--- config.mk ---
export PLATFORM = sky130hd
export DESIGN_NAME = toeplitz_word_streamer
export DESIGN_NICKNAME = d
export VERILOG_FILES = /design/src/rtl/toeplitz_pkg.sv /design/src/rtl/block_fifo.sv /design/src/rtl/toeplitz_word_streamer.sv
export SDC_FILE = /design/constraint.sdc
export NUM_CORES = 1
export LEC_CHECK = 0
export ABC_AREA = 0
export CORE_MARGIN = 3
export CORE_UTILIZATION = 49
export DETAILED_ROUTE_END_ITERATION = 12
export GPL_TIMING_DRIVEN = 0
export PLACE_DENSITY = 0.86
export SLEW_MARGIN = 5
export SYNTH_ARGS = -nofsm -noshare
export SYNTH_HDL_FRONTEND = slang
export SYNTH_SLANG_ARGS = --single-unit
--- constraint.sdc ---
create_clock -name clk -period 8.9 [get_ports clk]
set_input_delay 1.78 -clock clk [delete_from_list [all_inputs] [get_ports clk]]
set_output_delay 1.78 -clock clk [all_outputs]
set_load 0.005 [all_outputs]
--- src/rtl/toeplitz_pkg.sv ---
// Shared definitions for the toeplitz extractor family: default block geometry
// and the block/word relationship used by the extractor, serializer and word streamer.
package toeplitz_pkg;

    localparam int DEFAULT_L  = 128;
    localparam int DEFAULT_OW = 8;

    typedef logic [DEFAULT_L-1:0] block_t;

    function automatic int words_per_block(input int l, input int ow);
        return l / ow;
    endfunction

endpackage

--- src/rtl/block_fifo.sv ---
// Small FIFO of whole blocks; the head entry is always visible on data_out.
// A push is allowed while full only when a pop frees the head slot on the same edge.
module block_fifo
    import toeplitz_pkg::*;
#(
    parameter int W     = DEFAULT_L,
    parameter int DEPTH = 2
) (
    input  logic         clk,
    input  logic         reset,
    input  logic         push,
    input  logic         pop,
    input  logic [W-1:0] data_in,
    output logic [W-1:0] data_out,
    output logic         full,
    output logic         empty
);

    localparam int AW = $clog2(DEPTH);

    logic [W-1:0] mem [DEPTH];
    logic [AW:0]  wr_ptr;
    logic [AW:0]  rd_ptr;

    // Pointers carry one extra wrap bit so full and empty are distinguishable.
    always_ff @(posedge clk or negedge reset) begin
        if (!reset) begin
            wr_ptr <= '0;
            rd_ptr <= '0;
        end else begin
            if (push) wr_ptr <= wr_ptr + 1'b1;
            if (pop)  rd_ptr <= rd_ptr + 1'b1;
        end
    end

    always_ff @(posedge clk) begin
        if (push) mem[wr_ptr[AW-1:0]] <= data_in;
    end

    assign data_out = mem[rd_ptr[AW-1:0]];
    assign empty    = (wr_ptr == rd_ptr);
    assign full     = (wr_ptr[AW] != rd_ptr[AW]) && (wr_ptr[AW-1:0] == rd_ptr[AW-1:0]);

endmodule

--- src/rtl/toeplitz_word_streamer.sv ---
// Buffers extracted blocks and streams them MSB-first as OW-bit words over valid/ready,
// counting blocks that arrive while the buffer is full.
module toeplitz_word_streamer
    import toeplitz_pkg::*;
#(
    parameter int L     = DEFAULT_L,
    parameter int OW    = DEFAULT_OW,
    parameter int DEPTH = 2,
    parameter int CW    = 16
) (
    input  logic          clk,
    input  logic          reset,
    input  logic [L-1:0]  q,
    input  logic          qstrobe,
    output logic [OW-1:0] dout,
    output logic          dvalid,
    input  logic          dready,
    output logic          overflow,
    input  logic          ovf_clr,
    output logic [CW-1:0] drop_cnt,
    output logic          busy
);

    localparam int WPB = words_per_block(L, OW);
    localparam int IW  = (WPB > 1) ? $clog2(WPB) : 1;
    localparam logic [IW-1:0] LAST_IDX = IW'(WPB - 1);
    localparam logic [CW-1:0] CNT_MAX  = '1;

    if (L % OW != 0) begin : g_bad_ow
        $error("toeplitz_word_streamer: L must be a multiple of OW");
    end
    if (DEPTH < 2 || (DEPTH & (DEPTH - 1)) != 0) begin : g_bad_depth
        $error("toeplitz_word_streamer: DEPTH must be a power of two >= 2");
    end

    logic [L-1:0]  head;
    logic [L-1:0]  head_shifted;
    logic          full;
    logic          empty;
    logic [IW-1:0] word_idx;
    logic          xfer;
    logic          last_xfer;
    logic          push;
    logic          drop;

    assign xfer      = dvalid && dready;
    assign last_xfer = xfer && (word_idx == LAST_IDX);
    // Popping the last word frees the head slot in time for a same-cycle arrival.
    assign push      = qstrobe && (!full || last_xfer);
    assign drop      = qstrobe && full && !last_xfer;

    block_fifo #(
        .W     (L),
        .DEPTH (DEPTH)
    ) u_fifo (
        .clk      (clk),
        .reset    (reset),
        .push     (push),
        .pop      (last_xfer),
        .data_in  (q),
        .data_out (head),
        .full     (full),
        .empty    (empty)
    );

    assign head_shifted = head << (int'(word_idx) * OW);
    assign dout         = empty ? '0 : head_shifted[L-1 -: OW];
    assign dvalid       = !empty;
    assign busy         = !empty;

    always_ff @(posedge clk or negedge reset) begin
        if (!reset) begin
            word_idx <= '0;
        end else if (xfer) begin
            word_idx <= (word_idx == LAST_IDX) ? '0 : word_idx + IW'(1);
        end
    end

    // A drop coinciding with a clear restarts the count at one rather than losing the event.
    always_ff @(posedge clk or negedge reset) begin
        if (!reset) begin
            overflow <= 1'b0;
            drop_cnt <= '0;
        end else if (drop) begin
            overflow <= 1'b1;
            if (ovf_clr)
                drop_cnt <= CW'(1);
            else if (drop_cnt != CNT_MAX)
                drop_cnt <= drop_cnt + CW'(1);
        end else if (ovf_clr) begin
            overflow <= 1'b0;
            drop_cnt <= '0;
        end
    end

endmodule

# After elaboration in Yosys (flattened, before gate mapping)
# Memory sizes are Yosys's and may differ from the RTL's.
# Index checks and enable logic that the tools add are counted.
[totals]
wordCells = 39
out_inout_bits = 27
ram_bits = 256
ff_bits = 25
mem_count = 1
in_bits = 133
[memory_table]
columns = ["name", "words", "word_bits", "read_ports", "rd_clocked_by_memory_dff", "write_ports", "line_no", "source"]
rows = [
  ["u_fifo.mem", 2, 128, 1, 0, 1, "block_fifo.sv:21", "logic [W-1:0] mem [DEPTH];"],
]
[classes]
n_eq_ne = 5
muxes = 10
shift = 1
n_addsub = 4
reduce_logical = 13
[ops]
columns = ["operator", "n"]
rows = [
  ["$shl A128 B7 Y128", 1],
  ["$mux W16", 4],
  ["$add A16 B1 Y16 const B", 1],
  ["$ne A16 B16 Y1 const B", 1],
  ["$mux W8", 1],
  ["$logic_and A1 B1 Y1", 6],
  ["$add A2 B1 Y2 const B", 2],
  ["$add A4 B1 Y4 const B", 1],
  ["$eq A4 B4 Y1 const B", 1],
  ["$mux W1", 4],
  ["$mux W4", 1],
  ["$reduce_bool A2 Y1", 2],
  ["$logic_not A1 Y1", 3],
  ["$eq A2 B2 Y1", 1],
  ["$reduce_and A2 Y1", 1],
  ["$eq A1 B1 Y1", 1],
  ["$logic_or A1 B1 Y1", 1],
  ["$ne A1 B1 Y1", 1],
]

# Logic depth before layout (Yosys ltp)
# Gate-level depths: netlist of run 1.
[logic_depth]
word_depth = 8
depth_mapped = 8
mapped_depth_nobuf = 6

# Hierarchy
# Synthesis of run 1 repeated with hierarchy kept, for this count alone.
[unflattened]
cells_unflattened = 685
hier_area_um2 = 12354.3
[by_module_without_submodules]
columns = ["mod", "n_inst", "cells_per_inst", "area_per_inst_um2"]
rows = [
  ["block_fifo", 1, 414, 9793.1],
  ["toeplitz_word_streamer", 1, 271, 2561.2],
]

# Least setup slack after synthesis of run 1
# OpenSTA, ideal clock, no wires.
[synth_timing]
path_type = "input-to-reg"
from = "in dready"
to = "mem u_fifo.mem[1][0] (netlist bit), enable pin"
cell_stages = 2
n_path_buf = 0
setup_time_ns = 0.697
slack_ns = -0.254
arrival_time_ns = 8.457
cell_sequence = "nand4_1 -> a31oi_1"
[synth_via]
elab_chain_len = 6
[synth_lines]
columns = ["element", "line_no", "source"]
rows = [
  ["start: declaration", "toeplitz_word_streamer.sv:17", "input logic dready,"],
  ["$logic_and A1 B1 Y1", "toeplitz_word_streamer.sv:46", "assign xfer = dvalid && dready;"],
  ["$logic_and A1 B1 Y1", "toeplitz_word_streamer.sv:47", "assign last_xfer = xfer && (word_idx == LAST_IDX);"],
  ["$logic_or A1 B1 Y1", "toeplitz_word_streamer.sv:49", "assign push = qstrobe && (!full || last_xfer);"],
  ["$logic_and A1 B1 Y1", "toeplitz_word_streamer.sv:49", ""],
  ["$mux W1", "block_fifo.sv:37", "if (push) mem[wr_ptr[AW-1:0]] <= data_in;"],
  ["$mux W1 (implied by the code)", "block_fifo.sv:37", ""],
  ["end: declaration", "block_fifo.sv:21", ""],
]
# No other way between the ends.

# Final worst setup path of run 1
[layout_timing]
from = "reg u_fifo.rd_ptr[0]"
to = "out dout[3]"
[layout_via]
elab_chain_len = 3
elab_cells_between_ends = 4
classes_between = "1 x eq/ne; 1 x shift; 1 x mux; 1 x memory"
[layout_lines]
columns = ["element", "line_no", "source"]
rows = [
  ["start: declaration", "block_fifo.sv:23", "logic [AW:0] rd_ptr;"],
  ["start signal: assignment", "block_fifo.sv:32", "if (pop) rd_ptr <= rd_ptr + 1'b1;"],
  ["$mem_v2 Z2 W128", "--", ""],
  ["$shl A128 B7 Y128", "toeplitz_word_streamer.sv:66", "assign head_shifted = head << (int'(word_idx) * OW);"],
  ["$mux W8 (*)", "toeplitz_word_streamer.sv:67", "assign dout = empty ? '0 : head_shifted[L-1 -: OW];"],
  ["end: declaration", "toeplitz_word_streamer.sv:15", "output logic [OW-1:0] dout,"],
]
# Every way passes the cells marked *; elsewhere a longest branch is shown, timed or not.

==> results of run 1 <==
layer usage:
metal  global-route usage [%]  vias up
li1                         -     2652
met1                    25.90     3047
met2                    33.69      236
met3                    3.828       44
met4                    4.794        2
met5                        0        -
synth_stat cells (2+ instances only):
library cell / n / area share [%]
and2_1: 2 / 0.11
nand3_1: 7 / 0.32
nand3b_1: 2 / 0.14
dfrtp_1: 25 / 5.7
nand4_1: 5 / 0.28
nor4_1: 8 / 0.45
buf_6: 4 / 0.41
a21oi_1: 5 / 0.23
inv_1: 4 / 0.14
nor2_1: 12 / 0.41
mux2_2: 3 / 0.31
nor2b_1: 5 / 0.28
buf_4: 5 / 0.34
buf_2: 10 / 0.45
o22ai_1: 14 / 0.79
clkbuf_1: 6 / 0.20
o211ai_1: 3 / 0.20
o21ai_0: 14 / 0.63
and4_2: 3 / 0.27
and3_1: 4 / 0.23
or3_1: 4 / 0.23
mux4_2: 64 / 13
nand2b_1: 2 / 0.11
nand2_1: 18 / 0.61
o2111ai_1: 2 / 0.16
xor2_1: 7 / 0.55
or4_1: 4 / 0.27
edfxtp_1: 256 / 70
mux2i_1: 15 / 1.4
xnor2_1: 8 / 0.63
ha_1: 2 / 0.23
a22o_1: 6 / 0.48
cell type report:
type	count	share of cell area, %
plain buffers	27	1.178
clock buffers	32	5.217
clock inverters	19	1.258
inverters	4	0.1063
multi-input cells	228	18.26
flip-flops and latches	281	58.85
well taps	280	2.480
repair buffers	167	12.65
placed cells by master (no fill, tap or decap), drive strengths merged, types with 2 or more instances in the layout:
master	synthesis	final
a21oi	5	5
a22o	6	6
and2	2	2
and3	4	4
and4	4	4
buf	20	29
bufinv	0	3
clkbuf	7	39
clkdlybuf4s50	0	158
clkinv	0	14
clkinvlp	0	2
dfrtp	25	25
edfxtp	256	256
ha	2	2
inv	4	4
mux2	3	3
mux2i	15	15
mux4	64	64
nand2	18	18
nand2b	2	2
nand3	7	7
nand3b	2	2
nand4	5	5
nor2	12	12
nor2b	5	5
nor4	8	8
o2111ai	2	2
o211ai	4	4
o21ai	14	14
o22ai	14	14
or3	4	4
or4	4	4
xnor2	8	8
xor2	8	8
power groups by stage:
stage	logic (mW)	registers (mW)	clock network (mW)
after global placement	1.33	2.00	0
after CTS	1.46	1.90	1.18
after global routing	1.54	1.93	1.23
final	1.43	1.90	1.15
after floorplan	0.851	1.96	0
after detailed placement	1.45	1.93	0
kinds of logic after synthesis:
family                   Yosys count  share of synthesized area, %
flip-flops                       281                         75.22
multiplexers                      82                         14.71
AND/OR/NAND/NOR                   80                         4.064
AO/OA/AOI/OAI                     48                         2.808
buffers and inverters             31                         1.642
XOR/XNOR                          16                         1.336
adder cells (fa/ha/maj)            2                        0.2264
worst paths after layout:
check                      slack (ps)  cells past startpoint           endpoint
max                              3870                      7            dout[3]
min                               570                      1   u_fifo.wr_ptr[1]
max reg2reg                      5920                      8  u_fifo.mem[0][17]
min reg2reg                       570                      1   u_fifo.wr_ptr[1]
max in group asynchronous        6340                      1        word_idx[1]
min in group asynchronous        1870                      1       drop_cnt[11]
sequential cells by signal, summed over array words and instances (netlist names):
| signal | flops |
|---|---|
| u_fifo.rd_ptr | 2 |
| drop_cnt | 16 |
| u_fifo.mem | 256 |
| overflow | 1 |
| word_idx | 4 |
| u_fifo.wr_ptr | 2 |
metrics by stage:
| step | util (%) | setup TNS (ps) |
|---|---|---|
| 2_1_floorplan | - | 0 |
| 3_3_place_gp | 58.98 | -248060 |
| 3_5_place_dp | 59.98 | 0 |
| 4_1_cts | 64.13 | 0 |
| 5_1_grt | 64.13 | 0 |
| 6_report | 64.13 | 0 |
==> results.ini, run 1 <==
[run_status]
outcome=completed

[placement]
globalplace.congestion=0.8132
port_buffers=158
dpl_cell_area_mm2=0.01321
dpl_worst_slack_ps=4363
dp_cells=987
dp_hpwl_um=16810

[clocking]
clock_path_buffers=3
cts_tree=built
clock_latency_ps=530
post_cts_resized=0
path_clk_slew_ps=60
cts_sinks=281
post-cts-setup-buffers=0
cts_hold_buf=0
cts-htree-levels=1
clock_tree.root_cell=clkbuf_16
numCtsBuffers=28

[yosys]
syn_area_mm2=0.01105
synth_seq_cells=281
ys.flop_type=edfxtp_1
synth_area_per_cell_um2=20.47
synth_cell_types=43
synth_edf_count=256
async_flop_share_pct=8.897
yosysSeqAreaShare_pct=75.22
syn_inst=540
synth_warnings=0
syn_nets=675

[floorplanning]
io_pins=160
initial_utilization_pct=50.18
fp.dieArea_mm2=0.02439
placementRows=54
coreArea_mm2=0.02203
die_h_um=156.2
fp.dieW_um=156.2

[route]
vias_per_cell=5.762
wl_met3_um=1439
drt-initial-drc-count=444
routed.top_layer=met5
drt_first_pass_iters=4
wl_per_cell_um=22.84
via_count=5981
wirelength_um=23710
wl_met1_um=9431
ant_nets=0
drcViolationCount=0
routed-wl-met2_um=12310

[pwr]
pwr-share-clk_pct=25.7
switching_power_mw=1.292
p_seq_share_pct=42.4
p_leak_nw=4.761
power_density_mw_per_mm2=317.4
p_sw_share_pct=28.82
ir_drop_v=0.0001830
power_frac_comb_pct=31.9
intPower_mw=3.192
power_mw=4.484

[global_routing]
grt_pass1_wl_um=36470
grt_max_degree=35
grt_pass1_vias=6455
grt_usage_pct=19.51
grt_antenna_before_repair=1
gr-total-overflow=0

[critical_path]
worst_ep_arrival_time_ps=3250
crit_path_end_kind=primary output
crit_buf_inv=4
cp-startpoint=u_fifo.rd_ptr[0]
slowest_stage=mux4_2
worstPathMaxFanout=10
cp.required_ps=7120
path_class=flop to primary output
cp_top_family=buffers and inverters
start_kind=flop
critPathMaxStageDelay_ps=540
cp_cell_sequence=buf_6 -> buf_4 -> buf_4 -> mux4_2 -> o22ai_1 -> nor4_1 -> clkdlybuf4s50_1
cp_common_cell=buf_4
crit-reg2reg-launch=u_fifo.rd_ptr[0]

[finish]
syn2layout_area_growth_pct=27.82
fill_cells=1489
nNetsFinal=872
seq_area_mm2=0.008313
fin_cells=1038
layout-drive-gt1-share_pct=19.66
multi_input_area_mm2=0.002580
n_antenna_cell=0
final_area_mm2=0.01413

[timing]
period_share_pct=56.52
worst_pin_slew_ps=1152
post-route-min-period_ps=5030
report.final.slew_viol_count=0
hold_viol=0
slew_headroom_pct=22.94
fin_skew_ps=8.376
rsz0062_at_grt=false
setup_violations=0
fmaxAchievable_mhz=198.8
timing.final.ws_setup_ps=3870
hold_slack_ps=571.5

[min_path]
hp-start=u_fifo.wr_ptr[1]
worstHoldPathType=flop to flop

[job]
maxCapViolCount=0

(Power assumes the default switching activity.)
==> run 2: changes to the inputs <==
- clock period: 8.9 -> 4.05 ns (I/O delays scaled with it)
==> results.ini, run 2 (same netlist as run 1, synthesis figures left out) <==
[clocking]
clock_latency_ps=530  ; about the same
post-cts-setup-buffers=0  ; unchanged
path_clk_slew_ps=60  ; about the same
clock_path_buffers=3  ; unchanged
cts_sinks=281  ; unchanged
numCtsBuffers=27  ; -3.6%
cts-htree-levels=1  ; unchanged
clock_tree.root_cell=clkbuf_16
cts_tree=built

[floorplanning]
fp.dieArea_mm2=0.02439  ; unchanged
die_h_um=156.2  ; unchanged
io_pins=160  ; unchanged
initial_utilization_pct=50.18  ; unchanged
placementRows=54  ; unchanged
coreArea_mm2=0.02203  ; unchanged
fp.dieW_um=156.2  ; unchanged

[finish]
fin_cells=1034  ; -0.39%
final_common_cell=edfxtp_1
multi_input_area_mm2=0.002599  ; +0.73%
nNetsFinal=870  ; -0.23%
fill_cells=1476  ; -0.87%
syn2layout_area_growth_pct=26.73
final_area_mm2=0.01401  ; -0.85%
n_antenna_cell=0  ; unchanged
largest_register_ff_count=256  ; unchanged
layout_common_cells=edfxtp_1 (256), clkdlybuf4s50_1 (158), mux4_2 (64)
seq_area_mm2=0.008313  ; unchanged
layout-drive-gt1-share_pct=19.10  ; -0.56 points

[critical_path]
cp.required_ps=3240  ; -3880 ps
reg2reg_slack_ps=1350  ; -4570 ps
critPathMaxStageDelay_ps=510  ; -30 ps
path_class=flop to primary output
cp_cell_sequence=buf_4 -> buf_2 -> clkbuf_4 -> mux4_2 -> o22ai_1 -> nor4_1 -> clkdlybuf4s50_1
start_kind=flop
slowest_stage=clkdlybuf4s50_1
r2r_cells=8  ; unchanged
worstPathMaxFanout=10  ; unchanged
crit-reg2reg-launch=u_fifo.rd_ptr[0]
worst_ep_arrival_time_ps=3040  ; -210 ps
regToRegEndpoint=u_fifo.mem[0][9]
crit_path_end_kind=primary output

[run_status]
outcome=completed

[timing]
timing.final.ws_setup_ps=197.4  ; -3672 ps
worst_pin_slew_ps=1171  ; +18.26 ps
report.final.slew_viol_count=0  ; unchanged
period_share_pct=95.13
fin_skew_ps=8.290  ; -0.08565 ps
hold_viol=0  ; unchanged
post-route-min-period_ps=3853
slew_headroom_pct=21.72  ; -1.2 points
rsz0062_at_grt=false
setup_violations=0  ; unchanged
fmaxAchievable_mhz=259.6

[pwr]
p_sw_share_pct=29.39  ; +0.57 points
power_mw=9.565  ; +110%
pwr-share-clk_pct=23.2  ; -2.5 points
p_seq_share_pct=43.7  ; +1.3 points
switching_power_mw=2.811  ; +120%
intPower_mw=6.754  ; +110%
p_leak_nw=4.691  ; -1.5%
power_density_mw_per_mm2=682.9  ; +120%
power_frac_comb_pct=33.1  ; +1.2 points
ir_drop_v=0.0004279  ; +130%

[global_routing]
grt_max_degree=35  ; unchanged
grt_pass1_wl_um=36480  ; about the same
grt_usage_pct=19.61  ; +0.099 points
grt_pass1_vias=6458  ; +0.046%
gr-total-overflow=0  ; unchanged
grt_antenna_before_repair=0  ; -1

[placement]
port_buffers=158  ; unchanged
globalplace.congestion=0.8336  ; +2.5%
dp_cells=987  ; unchanged
dp_hpwl_um=16760  ; -0.29%
dpl_cell_area_mm2=0.01320  ; about the same
dpl_worst_slack_ps=426.6  ; -3936 ps

[route]
ant_nets=0  ; unchanged
vias_per_cell=5.744  ; -0.32%
wirelength_um=23700  ; about the same
drcViolationCount=0  ; unchanged
via_count=5939  ; -0.70%
wl_per_cell_um=22.92  ; +0.34%
drt-initial-drc-count=511  ; +15%
drt_first_pass_iters=5  ; +1

[min_path]
holdPathStages=2  ; +1
min_to=overflow
worstHoldPathType=flop to flop
hp-start=overflow

[job]
maxCapViolCount=0  ; unchanged

## run 2: cell types whose count changed in the layout (fill, tap and decap cells not counted), sizes merged
cell and change:
clkinv -3, inv +1, clkbuf +4, buf -3, bufinv -3
## run 2: worst max path at each step
stage | depth (start not counted) | from | slack, ps | endpoint
global placement | 3 | dready | -1140 | u_fifo.mem[1][25]
detailed placement | 8 | u_fifo.rd_ptr[0] | 430 | dout[2]
floorplan | 2 | dready | 280 | u_fifo.mem[1][0]
finish | 7 | word_idx[0] | 200 | dout[5]
global route | 7 | word_idx[0] | 9 | dout[3]
CTS | 7 | u_fifo.rd_ptr[0] | 20 | dout[5]
## run 2: power groups by stage
stage	Combinational [mW]	Clock, mW	Sequential (mW)
2_1_floorplan	1.88	0	4.21
3_3_place_gp	2.93	0	4.26
3_5_place_dp	3.18	0	4.24
4_1_cts	3.21	2.28	4.18
5_1_grt	3.41	2.39	4.23
6_report	3.16	2.22	4.18
## run 2: final cells by class
class                   count  area share [%]
plain buffers              26           1.277
clock buffers              34           5.012
clock inverters            14          0.5092
inverters                   4          0.1072
multi-input cells         228           18.55
flip-flops and latches    281           59.35
well taps                 280           2.501
repair buffers            167           12.69
## run 2: critical path, delay by kind of cell, from the launching register on
| kind | cells | cell delay, ps |
|---|---|---|
| buffers and inverters | 4 | 1390 |
| DFF | 1 | 410 |
| muxes | 1 | 330 |
| AOI/OAI and AO/OA | 1 | 300 |
| and+or+nand+nor | 1 | 80 |
## run 2: layer usage
metal / wire, um / part of all wire [%] / track usage, %
met4: 426 / 1.8 / 4.502
met2: 12450 / 53 / 34.29
met5: 0 / 0 / 0
met3: 1497 / 6.3 / 3.773
met1: 9321 / 39 / 25.84
## run 2: per-stage QoR
step / hold slack, ps / util (%) / setup TNS, ps
after floorplan: 514.4 / - / 0
after global placement: 532.7 / 59.05 / -254800
after detailed placement: 537.4 / 59.94 / 0
after CTS: 541.7 / 63.50 / 0
after global routing: 559.5 / 63.59 / 0
final: 552.4 / 63.59 / 0
## run 2: repair_timing
action	4_1_cts	5_1_grt
setup endpoints to repair	6	6
resized for setup	3	8
hold buffers	0	0
